**config.mk**
```make
export PLATFORM = sky130hd
export DESIGN_NAME = phi_ladder_generator
export DESIGN_NICKNAME = d
export VERILOG_FILES = /design/src/rtl/phi_ladder_generator.sv
export SDC_FILE = /design/constraint.sdc
export NUM_CORES = 2
export LEC_CHECK = 0
export ABC_AREA = 1
export CORE_MARGIN = 3
export CORE_UTILIZATION = 43
export DETAILED_ROUTE_END_ITERATION = 8
export PLACE_DENSITY = 0.6
export REMOVE_ABC_BUFFERS = 1
export SYNTH_ARGS = -nofsm -noshare
export SYNTH_HDL_FRONTEND = slang
export SYNTH_SLANG_ARGS = --single-unit
export TNS_END_PERCENT = 1
```
**constraint.sdc**
```tcl
create_clock -name clk -period 9.9 [get_ports clk]
set_input_delay 2.475 -clock clk [delete_from_list [all_inputs] [get_ports clk]]
set_output_delay 2.475 -clock clk [all_outputs]
set_load 0.1 [all_outputs]
```
**src/rtl/phi_ladder_generator.sv**
```systemverilog
// Phi-spaced five-tone frequency ladder. A single shared multiplier builds the target
// ladder from a base omega, then a slew-limited glide walks the outputs onto it.
module phi_ladder_generator #(
    parameter int WIDTH      = 18,
    parameter int FRAC       = 14,
    parameter int PHI        = 26510,
    parameter int SLEW_SHIFT = 3
) (
    input  logic             clk,
    input  logic             rst_n,
    input  logic             clk_en,
    input  logic             cmd_valid,
    output logic             cmd_ready,
    input  logic [WIDTH-1:0] base_omega,
    input  logic [WIDTH-1:0] detune,
    output logic [WIDTH-1:0] omega_theta,
    output logic [WIDTH-1:0] omega_alpha,
    output logic [WIDTH-1:0] omega_beta1,
    output logic [WIDTH-1:0] omega_beta2,
    output logic [WIDTH-1:0] omega_gamma,
    output logic             targets_valid,
    output logic             settled
);
    localparam int NUM = 5;
    localparam logic signed [2*WIDTH-1:0] SMAX_W = {{(WIDTH+1){1'b0}}, {(WIDTH-1){1'b1}}};
    localparam logic signed [WIDTH-1:0]   SMAX   = {1'b0, {(WIDTH-1){1'b1}}};
    localparam logic signed [WIDTH:0]     PHI_W  = (WIDTH+1)'(PHI);
    localparam logic signed [WIDTH:0]     RMIN   = (WIDTH+1)'(8192);
    localparam logic signed [WIDTH:0]     RMAX   = (WIDTH+1)'(32767);

    typedef enum logic [1:0] {IDLE = 2'd0, CALC = 2'd1, GLIDE = 2'd2} state_t;

    state_t                  state_q, state_d;
    logic [1:0]              cnt_q, cnt_d;
    logic signed [WIDTH-1:0] ratio_q, ratio_d;
    logic                    sat_q, sat_d;
    logic signed [WIDTH-1:0] sh_q [4];
    logic signed [WIDTH-1:0] sh_d [4];
    logic signed [WIDTH-1:0] tgt_q [NUM];
    logic signed [WIDTH-1:0] tgt_d [NUM];
    logic signed [WIDTH-1:0] out_q [NUM];
    logic signed [WIDTH-1:0] out_d [NUM];
    logic signed [WIDTH-1:0] glide_out [NUM];
    logic                    settled_q, settled_d;
    logic                    tv_q, tv_d;

    logic                      accept;
    logic signed [WIDTH:0]     ratio_sum;
    logic signed [WIDTH-1:0]   ratio_clamped;
    logic signed [WIDTH-1:0]   base_clip;
    logic signed [WIDTH-1:0]   mul_a;
    logic signed [2*WIDTH-1:0] prod;
    logic signed [2*WIDTH-1:0] prod_sh;
    logic                      term_sat;
    logic signed [WIDTH-1:0]   term;
    logic                      all_match;

    assign accept = cmd_valid && cmd_ready;

    // Shared multiplier: one ladder rung per clock, saturation is sticky for the rest.
    always_comb begin
        ratio_sum     = PHI_W + $signed({detune[WIDTH-1], detune});
        ratio_clamped = (ratio_sum < RMIN) ? RMIN[WIDTH-1:0] :
                        (ratio_sum > RMAX) ? RMAX[WIDTH-1:0] : ratio_sum[WIDTH-1:0];
        base_clip     = base_omega[WIDTH-1] ? '0 : $signed(base_omega);
        mul_a         = sh_q[cnt_q];
        prod          = {{WIDTH{mul_a[WIDTH-1]}}, mul_a} * {{WIDTH{ratio_q[WIDTH-1]}}, ratio_q};
        prod_sh       = prod >>> FRAC;
        term_sat      = sat_q || (prod_sh > SMAX_W);
        term          = term_sat ? SMAX : prod_sh[WIDTH-1:0];
    end

    genvar gi;
    generate
        for (gi = 0; gi < NUM; gi++) begin : g_lane
            logic signed [WIDTH:0]   diff;
            logic signed [WIDTH:0]   step_raw;
            logic signed [WIDTH-1:0] step;
            assign diff     = {tgt_q[gi][WIDTH-1], tgt_q[gi]} - {out_q[gi][WIDTH-1], out_q[gi]};
            assign step_raw = diff >>> SLEW_SHIFT;
            // Small residues still creep one LSB toward the target so the glide always lands.
            assign step     = (step_raw != '0) ? step_raw[WIDTH-1:0] :
                              (diff == '0)     ? '0 :
                              diff[WIDTH]      ? '1 : WIDTH'(1);
            assign glide_out[gi] = out_q[gi] + step;
        end
    endgenerate

    always_comb begin
        state_d   = state_q;
        cnt_d     = cnt_q;
        ratio_d   = ratio_q;
        sat_d     = sat_q;
        sh_d      = sh_q;
        tgt_d     = tgt_q;
        out_d     = out_q;
        tv_d      = 1'b0;
        all_match = 1'b1;
        if (accept) begin
            state_d  = CALC;
            cnt_d    = 2'd0;
            ratio_d  = ratio_clamped;
            sat_d    = 1'b0;
            sh_d[0]  = base_clip;
        end else begin
            case (state_q)
                IDLE: state_d = IDLE;
                CALC: begin
                    sat_d = term_sat;
                    if (cnt_q == 2'd3) begin
                        for (int k = 0; k < 4; k++) tgt_d[k] = sh_q[k];
                        tgt_d[4] = term;
                        tv_d     = 1'b1;
                        state_d  = GLIDE;
                    end else begin
                        sh_d[cnt_q + 2'd1] = term;
                        cnt_d              = cnt_q + 2'd1;
                    end
                end
                GLIDE: if (clk_en) out_d = glide_out;
                default: state_d = IDLE;
            endcase
        end
        for (int k = 0; k < NUM; k++) begin
            if (out_d[k] != tgt_d[k]) all_match = 1'b0;
        end
        if (state_q == GLIDE && !accept && all_match) state_d = IDLE;
        settled_d = all_match;
    end

    always_ff @(posedge clk or negedge rst_n) begin
        if (!rst_n) begin
            state_q   <= IDLE;
            cnt_q     <= 2'd0;
            ratio_q   <= '0;
            sat_q     <= 1'b0;
            settled_q <= 1'b1;
            tv_q      <= 1'b0;
            for (int k = 0; k < 4; k++) sh_q[k] <= '0;
            for (int k = 0; k < NUM; k++) begin
                tgt_q[k] <= '0;
                out_q[k] <= '0;
            end
        end else begin
            state_q   <= state_d;
            cnt_q     <= cnt_d;
            ratio_q   <= ratio_d;
            sat_q     <= sat_d;
            settled_q <= settled_d;
            tv_q      <= tv_d;
            sh_q      <= sh_d;
            tgt_q     <= tgt_d;
            out_q     <= out_d;
        end
    end

    always_comb begin
        cmd_ready     = (state_q != CALC);
        omega_theta   = out_q[0];
        omega_alpha   = out_q[1];
        omega_beta1   = out_q[2];
        omega_beta2   = out_q[3];
        omega_gamma   = out_q[4];
        targets_valid = tv_q;
        settled       = settled_q;
    end
endmodule

```
==> flow_summary_export.csv <==
group,metric,value,unit
status,status,"complete, no violations",
timing,max_freq,0.112,GHz
global_routing,grt_usage,25.6,%
setup_path,worstSetupPathType,"flip-flop to flip-flop",
placed_design,portBuffers,132,
timing,setup_viol,0,
timing,skew,0.0218,ns
logic_synthesis,synth_cells,4501,
clocking,post_cts_buffers,0,
routing,antenna_left,0,
routing,vias,29100,
logic_synthesis,ys.flop_type,"dfrtp_1",
routing,drt-vias-per-instance,5.16,
die,die_w,285,µm
setup_path,r2r_end,"state_q[1]",
die,start_util,43.7,%
die,io_pins,133,
timing,worst_pin_slew,1.00,ns
placed_design,placedCellCount,5583,
timing,timing.final.crit_share,90.2,%
job,max_cap_violations,0,
die,die_h,285,µm
clocking,cts_resized,0,
final_layout,stdcell_count,5647,
final_layout,drive_above_1_share,3.88,%
clocking,cts_made_buffers,36,
setup_path,arrival,9.33,ns
placed_design,finalWeightedCongestion,0.960,
clocking,cts_tree,"built",
routing,dr.pass1.iters,6,
timing,hold_viol_final,0,
setup_path,critPathCaptureType,"flip-flop",
timing,finalMaxSlewViolations,0,
setup_path,ff2ff_path_depth,36,
placed_design,dp_hpwl,84400,µm
setup_path,cp.required,10.30,ns
setup_path,crit_top_cell,"nand2_1",
global_routing,grt.overflow.total,0,
global_routing,antenna_found_initial,2,
final_layout,syn_to_final_growth,10.7,%
logic_synthesis,synth.distinct_cells,50,
final_layout,nets,5233,
timing,tns,0,ns
logic_synthesis,synth_warnings,0,
routing,avgRoutedWirePerCell,18.1,µm
timing,rsz0062_at_grt,"false",
logic_synthesis,synth_async_sr_flop_share,100,%
die,placementRows,101,
clocking,hold_buffers,0,
clocking,clk_path_buf_depth,3,
routing,drc,0,
setup_path,reg2reg_slack,0.97,ns
setup_path,worstSetupStartpointType,"flip-flop",
final_layout,final_common_cell,"nand2_1",
global_routing,grt_pass1_vias,29700,
logic_synthesis,synth_edf_count,0,
clocking,clk_latency,0.55,ns
routing,drt-total-wl,102000,µm
hold_path,whs_path_depth,2,
die,core,0.0765,mm²
logic_synthesis,ys_seq_area_share,20.7,%
setup_path,slowest_delay,0.72,ns
clocking,clk_pin_slew,0.07,ns
global_routing,grt_pass1_wl,164000,µm
hold_path,holdCritStartpoint,"sh_q[34]",
clocking,cts_sinks,277,
clocking,cts_htree_levels,2,
logic_synthesis,synth_area,0.0334,mm²
timing,slew_headroom,33.1,%
routing,detail_route.iter0.violations,1753,
final_layout,layout_common_cells,"970 x nand2_1, 830 x inv_1, 397 x nor2_1",
hold_path,hold_end,"sh_q[34]",
setup_path,r2r-start,"cnt_q[0]",
hold_path,min_path_type,"flip-flop to flip-flop",
setup_path,cp_max_fo,39,
timing,fin_crit,8.93,ns
setup_path,crit_path_top_delay_cell,"dfrtp_2",
clocking,cts-root-buf,"clkbuf_16",
global_routing,grt_max_degree,113,
logic_synthesis,ys_ff_latch,277,
die,die_area,0.0811,mm²
logic_synthesis,avgSynthCellArea,7.43,µm²
final cells by class:
cell class                      instances  area (µm²)
Inverter                              856        3220
Timing Repair Buffer                  149        1480
Fill cell                            7752       39400
Antenna cell                            1        2.50
Multi-Input combinational cell       3271       22900
Clock buffer                           45         987
Clock inverter                         18         204
Sequential cell                       277        6930
Tap cell                             1030        1290
through the flow:
| stage | area [µm²] | hold WS, ns | utilization [%] | setup WS [ns] |
|---|---|---|---|---|
| 3_3_place_gp | 35800 | 0.475 | 46.9 | 1.27 |
| 2_1_floorplan | 33000 | 0.453 | - | 1.83 |
| 5_1_grt | 37000 | 0.534 | 48.4 | 0.398 |
| 4_1_cts | 37000 | 0.487 | 48.4 | 1.16 |
| 3_5_place_dp | 35800 | 0.473 | 46.9 | 1.19 |
| 6_report | 37000 | 0.487 | 48.4 | 0.966 |
critical path: cells and delay by family, from the launching register on:
family,cells,cell delay (ns)
fa+ha+maj,7,3.30
buf+inv,5,1.10
simple gates,21,2.92
flops,1,0.72
compound gates,3,0.68
logic make-up (layout without fill, tap and decap cells):
kind of cell             count (synthesis)  after routing  synth area share [%]
AND/OR/NAND/NOR                       1793           1793                  22.5
buffers and inverters                  953           1068                  10.8
AO/OA/AOI/OAI                          692            692                  11.1
adder cells (fa/ha/maj)                602            602                  30.0
flip-flops                             277            277                  20.7
XOR/XNOR                               182            182                  4.77
multiplexers                             2              2                0.0599
other                                    0              1                     0
registers in the layout, indices dropped and copies added (netlist names), 18 cells and up:
| signal | count |
|---|---|
| omega_alpha | 18 |
| omega_beta1 | 18 |
| omega_beta2 | 18 |
| omega_gamma | 18 |
| omega_theta | 18 |
| ratio_q | 18 |
| sh_q | 72 |
| tgt_q | 90 |
cells in the mapped netlist (2+ instances only):
| cell type | number | area share, % |
|---|---|---|
| nand2_1 | 971 | 11 |
| inv_1 | 830 | 9.3 |
| nor2_1 | 398 | 4.5 |
| fa_1 | 333 | 20 |
| o21ai_0 | 320 | 4.8 |
| dfrtp_1 | 276 | 21 |
| ha_1 | 269 | 10 |
| a21oi_1 | 253 | 3.8 |
| nand3_1 | 202 | 3.0 |
| xor2_1 | 107 | 2.8 |
| xnor2_1 | 75 | 2.0 |
| clkbuf_1 | 74 | 0.83 |
| or2_2 | 71 | 1.3 |
| nor3_1 | 46 | 0.69 |
| nand4_1 | 45 | 0.84 |
| a31oi_1 | 24 | 0.45 |
| a21o_1 | 21 | 0.47 |
| o21bai_1 | 21 | 0.47 |
| clkinv_1 | 20 | 0.22 |
| nor4_1 | 17 | 0.32 |
| buf_2 | 13 | 0.19 |
| nand2_2 | 12 | 0.22 |
| nand3b_1 | 12 | 0.27 |
| o21ai_1 | 10 | 0.15 |
| buf_1 | 9 | 0.10 |
| o21a_1 | 8 | 0.18 |
| o31ai_1 | 8 | 0.18 |
| o211ai_1 | 7 | 0.16 |
| o22ai_1 | 7 | 0.13 |
| inv_2 | 6 | 0.067 |
| nand3_2 | 5 | 0.15 |
| a21boi_0 | 4 | 0.090 |
| a211oi_1 | 3 | 0.067 |
| nor2_2 | 3 | 0.056 |
| and3_1 | 2 | 0.037 |
| mux2i_1 | 2 | 0.060 |
| nor4b_1 | 2 | 0.052 |
| o2111ai_1 | 2 | 0.052 |
| or2_1 | 2 | 0.037 |
worst max path at each step:
| stage | to | slack, ns | from |
|---|---|---|---|
| after global placement | state_q[1] | 1.27 | cnt_q[0] |
| final | state_q[1] | 0.97 | cnt_q[0] |
| after detailed placement | state_q[1] | 1.19 | cnt_q[0] |
| after global routing | state_q[1] | 0.40 | cnt_q[0] |
| after CTS | state_q[1] | 1.16 | cnt_q[0] |
| after floorplan | state_q[1] | 1.83 | cnt_q[0] |
routing by layer:
metal	up-vias	track usage, %	routed length (µm)
met3	182	2.56	4670
met4	0	8.72	3950
met5	-	0	0
li1	14300	-	-
met2	723	43.5	48300
met1	13900	34.1	45500
Power is not shown: default switching activity piles up to over one toggle a cycle in this logic, so the estimate is an artifact.
